**config.mk**
```make
export PLATFORM = sky130hd
export DESIGN_NAME = elevator_request_scheduler
export DESIGN_NICKNAME = d
export VERILOG_FILES = /design/src/rtl/elevator_pkg.sv /design/src/rtl/elevator_floor_finder.sv /design/src/rtl/elevator_request_scheduler.sv
export SDC_FILE = /design/constraint.sdc
export NUM_CORES = 1
export LEC_CHECK = 0
export ABC_AREA = 0
export CAP_MARGIN = 20
export CORE_MARGIN = 3
export CORE_UTILIZATION = 40
export CTS_CLUSTER_SIZE = 30
export DETAILED_ROUTE_END_ITERATION = 16
export PLACE_DENSITY_LB_ADDON = 0.08
export SLEW_MARGIN = 20
export SYNTH_ARGS = -nofsm -noshare
export SYNTH_HDL_FRONTEND = slang
export SYNTH_SLANG_ARGS = --single-unit
```
**constraint.sdc**
```tcl
create_clock -name clk -period 5.3 [get_ports clk]
set_clock_uncertainty 0.1 [all_clocks]
set_input_delay 1.06 -clock clk [delete_from_list [all_inputs] [get_ports clk]]
set_output_delay 1.06 -clock clk [all_outputs]
set_load 0.05 [all_outputs]
```
**src/rtl/elevator_pkg.sv**
```systemverilog
// Shared types and defaults for the elevator request scheduler.
// Contents:
//   FloorW           - default floor index width
//   DefaultNumFloors - default number of served floors
//   elev_state_e     - scheduler state (idle, sweeping up, sweeping down, door dwell)
package elevator_pkg;

  localparam int unsigned FloorW           = 4;
  localparam int unsigned DefaultNumFloors = 16;

  typedef enum logic [1:0] {
    StIdle,
    StUp,
    StDown,
    StDwell
  } elev_state_e;

endpackage

```
**src/rtl/elevator_floor_finder.sv**
```systemverilog
// Combinational nearest-request search around the current floor.
// Ports:
//   pending   - outstanding request bitmap, one bit per floor
//   cur_floor - current car floor
//   up_hit    - nearest pending floor strictly above cur_floor (valid when up_vld)
//   dn_hit    - nearest pending floor strictly below cur_floor (valid when dn_vld)
module elevator_floor_finder
  import elevator_pkg::*;
#(
  parameter int unsigned NUM_FLOORS = DefaultNumFloors,
  parameter int unsigned FLOOR_W    = FloorW
) (
  input  logic [NUM_FLOORS-1:0] pending,
  input  logic [FLOOR_W-1:0]    cur_floor,
  output logic [FLOOR_W-1:0]    up_hit,
  output logic                  up_vld,
  output logic [FLOOR_W-1:0]    dn_hit,
  output logic                  dn_vld
);

  always_comb begin
    up_hit = '0;
    up_vld = 1'b0;
    dn_hit = '0;
    dn_vld = 1'b0;
    // Scan top-down so the last match is the lowest floor above the car.
    for (int i = int'(NUM_FLOORS) - 1; i >= 0; i--) begin
      if (pending[i] && (i > int'(cur_floor))) begin
        up_hit = FLOOR_W'(i);
        up_vld = 1'b1;
      end
    end
    // Scan bottom-up so the last match is the highest floor below the car.
    for (int i = 0; i < int'(NUM_FLOORS); i++) begin
      if (pending[i] && (i < int'(cur_floor))) begin
        dn_hit = FLOOR_W'(i);
        dn_vld = 1'b1;
      end
    end
  end

endmodule

```
**src/rtl/elevator_request_scheduler.sv**
```systemverilog
// SCAN elevator scheduler: latches floor calls into a pending bitmap and picks the next
// target floor for the car controller, clearing requests on arrival and dwelling with the
// door open before choosing the next target.
// Optional feature: define ELEV_SCHED_DWELL_EN to make the dwell last DWELL_CYCLES clocks;
// otherwise the dwell lasts exactly one clock and no counter is built.
// Ports:
//   clk       - rising-edge clock
//   rst       - asynchronous active-low reset
//   call_btn  - per-floor call buttons (level or pulse)
//   cur_floor - current floor reported by the car controller
//   floor_req - registered target floor to the car controller
//   req_valid - high while a target is being served or dwelled on
//   dir_up    - sweep direction, 1 = up
//   pending   - registered outstanding requests
//   door_open - high during the dwell
module elevator_request_scheduler
  import elevator_pkg::*;
#(
  parameter int unsigned NUM_FLOORS   = DefaultNumFloors,
  parameter int unsigned FLOOR_W      = FloorW,
  parameter int unsigned DWELL_CYCLES = 4
) (
  input  logic                  clk,
  input  logic                  rst,
  input  logic [NUM_FLOORS-1:0] call_btn,
  input  logic [FLOOR_W-1:0]    cur_floor,
  output logic [FLOOR_W-1:0]    floor_req,
  output logic                  req_valid,
  output logic                  dir_up,
  output logic [NUM_FLOORS-1:0] pending,
  output logic                  door_open
);

  if (NUM_FLOORS < 2 || NUM_FLOORS > (1 << FLOOR_W) || DWELL_CYCLES < 1 ||
      DWELL_CYCLES > 255) begin : gen_param_err
    $error("elevator_request_scheduler: parameter out of range");
  end

  elev_state_e           state_q, state_d;
  logic [NUM_FLOORS-1:0] pending_q, pending_d, clr;
  logic [FLOOR_W-1:0]    floor_req_q, floor_req_d;
  logic                  req_valid_q, req_valid_d;
  logic                  dir_up_q, dir_up_d;
  logic                  door_open_q, door_open_d;

  logic [FLOOR_W-1:0]    up_hit, dn_hit, up_dist, dn_dist;
  logic                  up_vld, dn_vld, here, arrived, dwell_done;
  logic [NUM_FLOORS-1:0] cur_bit;

  // One-hot of a floor; all-zero for out-of-range floors so they never match or clear.
  function automatic logic [NUM_FLOORS-1:0] floor_bit(input logic [FLOOR_W-1:0] f);
    logic [NUM_FLOORS-1:0] v;
    v = '0;
    for (int i = 0; i < int'(NUM_FLOORS); i++) begin
      if (int'(f) == i) v[i] = 1'b1;
    end
    return v;
  endfunction

  elevator_floor_finder #(
    .NUM_FLOORS(NUM_FLOORS),
    .FLOOR_W   (FLOOR_W)
  ) u_finder (
    .pending  (pending_q),
    .cur_floor(cur_floor),
    .up_hit   (up_hit),
    .up_vld   (up_vld),
    .dn_hit   (dn_hit),
    .dn_vld   (dn_vld)
  );

  assign cur_bit = floor_bit(cur_floor);
  assign here    = |(pending_q & cur_bit);
  assign arrived = (cur_floor == floor_req_q) && (|cur_bit);
  assign up_dist = up_hit - cur_floor;
  assign dn_dist = cur_floor - dn_hit;

  always_comb begin
    state_d     = state_q;
    floor_req_d = floor_req_q;
    req_valid_d = req_valid_q;
    dir_up_d    = dir_up_q;
    door_open_d = 1'b0;
    clr         = '0;
    unique case (state_q)
      StIdle: begin
        req_valid_d = 1'b0;
        floor_req_d = cur_floor;
        if (here) begin
          // Same-floor call: open the door without issuing a movement request.
          clr         = cur_bit;
          state_d     = StDwell;
          door_open_d = 1'b1;
        end else if (up_vld && (!dn_vld || (up_dist <= dn_dist))) begin
          floor_req_d = up_hit;
          dir_up_d    = 1'b1;
          req_valid_d = 1'b1;
          state_d     = StUp;
        end else if (dn_vld) begin
          floor_req_d = dn_hit;
          dir_up_d    = 1'b0;
          req_valid_d = 1'b1;
          state_d     = StDown;
        end
      end
      StUp: begin
        if (arrived) begin
          clr         = cur_bit;
          state_d     = StDwell;
          door_open_d = 1'b1;
        end else if (up_vld && (up_hit < floor_req_q)) begin
          floor_req_d = up_hit;
        end
      end
      StDown: begin
        if (arrived) begin
          clr         = cur_bit;
          state_d     = StDwell;
          door_open_d = 1'b1;
        end else if (dn_vld && (dn_hit > floor_req_q)) begin
          floor_req_d = dn_hit;
        end
      end
      StDwell: begin
        // Calls at the dwelled floor are absorbed for the whole dwell.
        clr = floor_bit(floor_req_q);
        if (!dwell_done) begin
          door_open_d = 1'b1;
        end else if (up_vld && (dir_up_q || !dn_vld)) begin
          floor_req_d = up_hit;
          dir_up_d    = 1'b1;
          req_valid_d = 1'b1;
          state_d     = StUp;
        end else if (dn_vld) begin
          floor_req_d = dn_hit;
          dir_up_d    = 1'b0;
          req_valid_d = 1'b1;
          state_d     = StDown;
        end else begin
          req_valid_d = 1'b0;
          state_d     = StIdle;
        end
      end
      default: state_d = StIdle;
    endcase
    pending_d = (pending_q | call_btn) & ~clr;
  end

`ifdef ELEV_SCHED_DWELL_EN
  logic [7:0] dwell_cnt_q, dwell_cnt_d;

  // Loaded with DWELL_CYCLES-1 on entry; the dwell ends on the edge after it reaches 0.
  always_comb begin
    dwell_cnt_d = dwell_cnt_q;
    if ((state_q != StDwell) && (state_d == StDwell)) begin
      dwell_cnt_d = 8'(DWELL_CYCLES - 1);
    end else if ((state_q == StDwell) && (dwell_cnt_q != 8'd0)) begin
      dwell_cnt_d = dwell_cnt_q - 8'd1;
    end
  end

  always_ff @(posedge clk or negedge rst) begin
    if (!rst) dwell_cnt_q <= 8'd0;
    else      dwell_cnt_q <= dwell_cnt_d;
  end

  assign dwell_done = (dwell_cnt_q == 8'd0);
`else
  assign dwell_done = 1'b1;
`endif

  always_ff @(posedge clk or negedge rst) begin
    if (!rst) begin
      state_q     <= StIdle;
      pending_q   <= '0;
      floor_req_q <= '0;
      req_valid_q <= 1'b0;
      dir_up_q    <= 1'b1;
      door_open_q <= 1'b0;
    end else begin
      state_q     <= state_d;
      pending_q   <= pending_d;
      floor_req_q <= floor_req_d;
      req_valid_q <= req_valid_d;
      dir_up_q    <= dir_up_d;
      door_open_q <= door_open_d;
    end
  end

  assign floor_req = floor_req_q;
  assign req_valid = req_valid_q;
  assign dir_up    = dir_up_q;
  assign pending   = pending_q;
  assign door_open = door_open_q;

endmodule

```
# Word level (Yosys, flattened, before mapping)
# Cells that the tools add are included.
# word_totals
reg_bits	25
output_inout_bits	23
wordCells	259
# classes
n_addsub	2
order_cmp	33
n_eq_ne	42
n_mux	124
n_bitwise	4
reduce_logical	48
# ops
cell	n
$mux 4	31
$mux 1	73
$eq 4x4->1 const B	16
$pmux 16 s3	1
$logic_and 1x1->1	35
$and 16x16->16	2
$eq 4x3->1 const B	8
$gt 4x4->1 const A	8
$mux 16	2
$reduce_or 16->1	2
$lt 4x4->1 const A	7
$eq 4x2->1 const B	4
$gt 3x4->1 const A	4
$lt 3x4->1 const A	4
$mux 2	8
$not 16->16	1
$or 16x16->16	1
$pmux 4 s4	1
$mux 3	4
$ne 2x2->1 const B	5
$eq 4x1->1 const B	2
$gt 2x4->1 const A	2
$logic_not 4->1	2
$lt 1x4->1 const A	2
other kinds (22)	28

# Logic depth before layout (Yosys ltp)
# Gate-level depths: netlist of run 1.
# logic_depth
ltp_word	24
depth_mapped	23
ltp_nobuf	19

# Hierarchy
# A second synthesis of run 1 with hierarchy kept.
# hier_totals
cells_unflattened	395
area_unflattened_um2	3081.7
# by_module_without_submodules
module	instances	cells_per_inst	area_per_inst_um2	seq_area_each_um2
elevator_request_scheduler	1	243	2232.1	626.9
elevator_floor_finder	1	152	849.6	0.0

# Worst setup path after synthesis of run 1
# Ideal clock, no wire load.
# synth_path
path_type	input -> register
start	input port cur_floor[1]
end	register floor_req_q[0] (netlist: floor_req[0])
setup_time_ps	125
arrival_time_ps	5206
required_time_ps	5075
slack_ps	-131
path_stages	20
path_cell_list	buf_6 buf_6 buf_2 buf_2 o32ai_1 a21oi_1 a31o_2 a21oi_1 inv_1 ha_1 fa_1 ha_1 nor2b_1 o21a_1 o21a_1 o21ai_0 o211a_4 a211oi_1 or4_1 mux2_2
# synth_via
elab_chain_cells	24
# synth_lines
element	line	source
start: declaration	elevator_request_scheduler.sv:26	input logic [FLOOR_W-1:0] cur_floor,
$gt 4x4->1	elevator_floor_finder.sv:28	if (pending[i] && (i > int'(cur_floor))) begin
$logic_and 1x1->1	elevator_floor_finder.sv:28	
$mux 4 (15 in a row)	elevator_floor_finder.sv:28	
$sub 4x4->4	elevator_request_scheduler.sv:75	assign up_dist = up_hit - cur_floor;
$le 4x4->1	elevator_request_scheduler.sv:94	end else if (up_vld && (!dn_vld || (up_dist <= dn_dist))) begin
$logic_or 1x1->1	elevator_request_scheduler.sv:94	
$logic_and 1x1->1	elevator_request_scheduler.sv:94	
$mux 4	elevator_request_scheduler.sv:94	
$mux 4	elevator_request_scheduler.sv:89	if (here) begin
$pmux 4 s4	elevator_request_scheduler.sv:85	unique case (state_q)
end signal: assignment	elevator_request_scheduler.sv:183	floor_req_q <= floor_req_d;
end: declaration	elevator_request_scheduler.sv:41	logic [FLOOR_W-1:0] floor_req_q, floor_req_d;
# Several ways; a longest one is shown, not always the timed one. The select of a mux whose other input is x is not followed.
# A chain may end at the register's enable or synchronous reset.

# Final worst setup path of run 1
# Ends and elaborated chain as after synthesis.

==> flow_summary.yaml, run 1 <==
outcome:
  status: "completed"
run:
  drv_cap: 0
synth:
  synthArstFlopShare: 1.00
  synth_top_area_cell: "dfrtp_1"
  synth_enable_flop_cells: 0
  synth_cell_type_count: 78
  yosysWarnings: 0
  synth.area.top_cells: "dfrtp_1 (19%), ha_1 (7.2%), a221oi_1 (5.0%), nor2_1 (4.3%), a21oi_1 (4.0%)"
  netlist_instances: 391
  ys.flop_type: "dfrtp_1"
  synth_area_per_cell_um2: 8.03
  ys_seq_area_frac: 0.200
  synth_top_cell_area_share: 0.191
  syn_area_um2: 3140
  synth_nets: 432
  ys_ff_latch: 25
hold_path:
  hold_end: "req_valid"
  min_from: "req_valid"
  holdPathStages: 2
  holdCritPathClass: "reg -> reg"
route:
  ant_nets: 0
  routedLengthMet1_um: 5570
  viasPerCell: 6.13
  routed-via-count: 3634
  wirelength_um: 11700
  firstDrtPassIters: 5
  routedWlPerCell_um: 19.7
  routed-wl-met2_um: 5190
  drc: 0
  top_layer: "met4"
  met3WireLength_um: 713
  drtIter0Drc: 324
setup_path:
  cp-start-kind: "input pin"
  required_ns: 5.36
  cp.arrival_ns: 5.13
  cp_max_fo: 6
  critPathKind: "in -> reg"
  crit_start: "cur_floor[1]"
  reg2reg_from: "pending[11]"
  reg2reg_slack_ns: 0.88
  reg2reg_to: "floor_req[0]"
  reg2reg_depth: 17
  worst_setup_path_end_kind: "register"
grt:
  overflow: 0
  antenna_found_initial: 0
  grt_max_degree: 26
  grt_pass1_vias: 3456
  grt_pass1_wl_um: 18300
  groute.usage.overall: 0.260
placement:
  post-place-ws_ns: -0.308
  dp_hpwl_um: 8940
  buffer_ports.inserted: 44
  routabilityCongestion: 0.920
cts:
  cts.htree.levels: 1
  cts.reportedPaths.clkPinSlew_ns: 0.09
  cts_tree: "built"
  cts_root_buf: "clkbuf_8"
  cts_made_buffers: 3
  clock_insertion_delay_worst_skew_ns: 0.27
  holdBufCountCts: 0
  clock_path_buffers: 2
  clock_sinks: 25
timing:
  max_slew_margin: 0.599
  setup_slack_ns: 0.225
  setup_tns_ns: 0
  setup_viol: 0
  fmax_ghz: 0.197
  fin_crit_sh: 0.958
  maxSlewViolCount: 0
  grt_setup_unrepaired: "no"
  hold_violations: 0
  min_period_ns: 5.08
  holdWs_ns: 0.410
  worst_slew_pin_slew_ns: 0.599
final_layout:
  num_antenna_cells: 0
  syn_to_final_growth_pct: 35.6
  final_nets: 536
  drive_above_1_share: 0.229
  layout_commonest_cell: "buf_4"
  final_cell_mix: "buf_4 (74), clkdlybuf4s50_1 (40), nor2_1 (36)"
die:
  coreArea_um2: 7450
  ioPinCount: 45
  die_h_um: 94.6
  initial_utilization: 0.421
  die_x_um: 94.6
  die-area_um2: 8940
  core.rowCount: 31
pwr:
  ir_drop_mv: 0.394
  p_switching_uw: 917
  power.density_nw_per_um2: 414
  swShare: 0.520
  p_int_uw: 845
  combPwrFrac: 0.713
  p_leak_uw: 0.00181
  finalPower_uw: 1760
  p_clk_frac: 0.064
  power_frac_seq: 0.223
## cell families (layout without fill, tap and decap cells)
kind of cell             after synthesis  count (layout)  synth area share
AO/OA/AOI/OAI                        157             157             0.379
AND/OR/NAND/NOR                      120             120             0.197
buffers and inverters                 52             155            0.0889
flip-flops                            25              25             0.200
adder cells (fa/ha/maj)               21              21            0.0845
XOR/XNOR                              11              11            0.0307
multiplexers                           5               5            0.0203
## sequential cells by signal, summed over array words and instances (netlist names)
signal and count:
pending 16, state_q 2, dir_up 1, req_valid 1
floor_req 4, door_open 1
## synthesized netlist by cell type (all sizes together), types with 3 or more instances
| cell | count |
|---|---|
| clkbuf | 5 |
| o21bai | 3 |
| nand2b | 10 |
| o21a | 4 |
| a21o | 5 |
| o211ai | 9 |
| a31oi | 5 |
| a221oi | 18 |
| nand4 | 3 |
| a21oi | 25 |
| o31ai | 7 |
| dfrtp | 24 |
| ha | 18 |
| a32o | 4 |
| nor3 | 13 |
| inv | 28 |
| xnor2 | 5 |
| o2bb2ai | 3 |
| a211oi | 10 |
| o21ai | 28 |
| and2 | 7 |
| xor2 | 6 |
| o22ai | 7 |
| nor2 | 38 |
| buf | 19 |
| o211a | 3 |
| a211o | 3 |
| and3 | 3 |
| nor2b | 10 |
| nand2 | 21 |
| nand3 | 6 |
| mux2i | 3 |
## worst max path at each step
stage | slack [ns] | depth (start not counted) | end
5_1_grt | 0.01 | 22 | floor_req[0]
2_1_floorplan | 0.04 | 20 | floor_req[0]
3_3_place_gp | -0.27 | 18 | floor_req[0]
3_5_place_dp | -0.31 | 18 | floor_req[0]
4_1_cts | 0.05 | 18 | floor_req[0]
6_report | 0.22 | 19 | floor_req[0]
## repair_timing
action	in CTS	in global routing
gates resized for setup	2	15
cloned	0	2
endpoints found under the setup margin	4	6
pin swaps	0	5
buffers inserted	0	1
## worst max-delay path, stage by stage
cell	delay (ns)
clkdlybuf4s15_1	0.29
buf_4	0.22
o31ai_1	0.27
a21oi_1	0.12
a2bb2oi_2	0.16
a21oi_1	0.11
buf_4	0.14
o31ai_4	0.07
ha_2	0.20
maj3_1	0.34
maj3_1	0.37
xnor2_1	0.14
ha_1	0.32
o21a_1	0.14
o21ai_2	0.17
o211a_4	0.18
a211oi_1	0.07
or4_1	0.50
mux2_2	0.27
## metrics by stage
step,instance area [um^2],utilization,cells
after floorplan,3140,-,391
after global placement,4120,0.553,586
after detailed placement,4120,0.553,586
after CTS,4160,0.559,590
after global routing,4260,0.571,593
final,4260,0.571,593
## layout make-up
type | instances | area, um^2
clock inverters | 1 | 5.00
repair buffers | 123 | 1080
well taps | 99 | 124
inverters | 28 | 105
clock buffers | 3 | 41.3
multi-input cells | 314 | 2280
fillers | 713 | 3190
flip-flops and latches | 25 | 627
## power groups by stage
stage	Sequential, uW	Combinational, uW	Clock (uW)
3_5_place_dp	388	1220	0
4_1_cts	386	1230	116
2_1_floorplan	512	670	0
3_3_place_gp	389	1210	0
5_1_grt	404	1360	125
6_report	393	1260	113
## per-layer routing
metal  track usage  vias to the layer above
met5             0                        -
met4        0.0517                        0
met3        0.0207                       19
met2         0.417                      175
met1         0.383                     1745
li1              -                     1695
No activity file was read; power rests on OpenSTA's default activity.
==> inputs of run 2 (changes only) <==
- CELL_PAD_IN_SITES_DETAIL_PLACEMENT: default -> 0
- CELL_PAD_IN_SITES_GLOBAL_PLACEMENT: default -> 1
==> flow_summary.yaml, run 2 (same netlist as run 1, synthesis figures left out) <==
outcome:
  status: "completed"
route:
  routed-via-count: 3572
  firstDrtPassIters: 4
  ant_nets: 0
  wirelength_um: 11700
  viasPerCell: 6.03
  drc: 0
  drtIter0Drc: 350
  routedWlPerCell_um: 19.8
setup_path:
  worst_setup_path_end_kind: "register"
  cp_top_family: "compound AO/OA/AOI/OAI gates"
  crit_slowest_cell: "or4_1"
  cp_max_fo: 8
  cp-start-kind: "input pin"
  cp_num_buf_inv: 4
  cp.arrival_ns: 5.00
  critPathKind: "in -> reg"
  required_ns: 5.36
  worstPathCellList: "dlymetal6s2s_1, clkbuf_16, or2_1, buf_4, a211o_1, a2bb2oi_2, a21oi_2, o31ai_4, ha_2, inv_1, ha_1, ha_1, nor2b_1, o21a_1, o21a_1, o21ai_2, o211a_4, a211oi_1, or4_1, mux2_2"
  critPathMaxStageDelay_ns: 0.50
final_layout:
  final_cell_mix: "buf_4 (72), clkdlybuf4s50_1 (40), nor2_1 (35)"
  syn_to_final_growth_pct: 38.4
  largest_reg_flops: 16
  num_antenna_cells: 0
  drive_above_1_share: 0.252
  layout_commonest_cell: "buf_4"
  final_nets: 535
pwr:
  finalPower_uw: 1780
  combPwrFrac: 0.712
  p_clk_frac: 0.066
  power.density_nw_per_um2: 409
  power_frac_seq: 0.222
  ir_drop_mv: 0.332
  swShare: 0.520
  p_int_uw: 853
  p_switching_uw: 926
  p_leak_uw: 0.00185
die:
  initial_utilization: 0.421
  die-area_um2: 8940
  core.rowCount: 31
  coreArea_um2: 7450
  ioPinCount: 45
  die_x_um: 94.6
  die_h_um: 94.6
placement:
  buffer_ports.inserted: 44
  dp_hpwl_um: 8930
  routabilityCongestion: 0.924
  post-place-ws_ns: -0.361
grt:
  groute.usage.overall: 0.265
  antenna_found_initial: 0
  grt_max_degree: 26
  overflow: 0
  grt_pass1_vias: 3519
  grt_pass1_wl_um: 18500
timing:
  setup_slack_ns: 0.364
  fin_crit_sh: 0.931
  grt_setup_unrepaired: "no"
  worst_slew_pin_slew_ns: 0.740
  min_period_ns: 4.94
  fmax_ghz: 0.203
  maxSlewViolCount: 0
  setup_viol: 0
  hold_violations: 0
  holdWs_ns: 0.418
  max_slew_margin: 0.502
cts:
  cts.htree.levels: 1
  clock_path_buffers: 2
  cts_root_buf: "clkbuf_8"
  cts_made_buffers: 3
  clock_sinks: 25
  clock_insertion_delay_worst_skew_ns: 0.27
  cts_tree: "built"
  cts.reportedPaths.clkPinSlew_ns: 0.09
run:
  drv_cap: 0
hold_path:
  holdCritPathClass: "reg -> reg"
run 2: changes by cell type in the layout (fill, tap and decap cells not counted), sizes merged:
cell,before,now
clkbuf,4,5
dlymetal6s2s,3,4
clkdlybuf4s15,1,0
buf,78,76
run 2: worst paths after layout:
check                      cells past startpoint  slack, ns          from           end
max                                           20       0.36  cur_floor[2]  floor_req[0]
min                                            2       0.42     req_valid     req_valid
max reg2reg                                   16       1.00   pending[11]  floor_req[0]
min reg2reg                                    2       0.42     req_valid     req_valid
max in group asynchronous                      2       3.75           rst        dir_up
min in group asynchronous                      2       1.05           rst     req_valid
run 2: final cells by class:
cell class / instances / area, um^2
fill: 718 / 3100
multi-input combinational: 314 / 2340
timing repair buffer: 122 / 1100
sequential: 25 / 627
tap: 99 / 124
inverter: 28 / 105
clock buffer: 3 / 41.3
clock inverter: 1 / 5.00
run 2: worst min-delay path, cell delays in order (launching register included):
cell and delay (ns):
dfrtp_1 0.36, nand2_1 0.05, o21ai_0 0.07
run 2: what timing repair did:
action / in CTS / in global routing
gates cloned: 0 / 2
endpoints found under the setup margin: 4 / 6
gates resized for setup: 2 / 28
hold buffers: 0 / 0
pin swaps: 0 / 12
buffers inserted: 4 / 4
run 2: metrics by stage:
stage	area, um^2	setup TNS, ns	utilization	std cells
2_1_floorplan	3140	0	-	391
3_3_place_gp	4070	-1.11	0.546	578
3_5_place_dp	4070	-1.54	0.546	578
4_1_cts	4150	0	0.557	586
5_1_grt	4340	0	0.583	592
6_report	4340	0	0.583	592
run 2: power groups by stage:
stage,Sequential (uW),Combinational [uW],Clock (uW)
floorplan,512,670,0
global placement,388,1200,0
detailed placement,389,1210,0
CTS,386,1220,119
global route,407,1370,126
finish,395,1270,117
run 2: metal layers:
metal  part of all wire  track usage  vias up
met4              0.025       0.0877        0
met5                  0            0        -
met2               0.44        0.398      159
met3              0.061       0.0271       20
met1               0.47        0.396     1699
li1                   -            -     1694
==> inputs of run 3 (changes only) <==
- SLEW_MARGIN: 20 -> 5
==> results of run 3 <==
The final DEF is identical to that of run 2; final timing and power are the same.
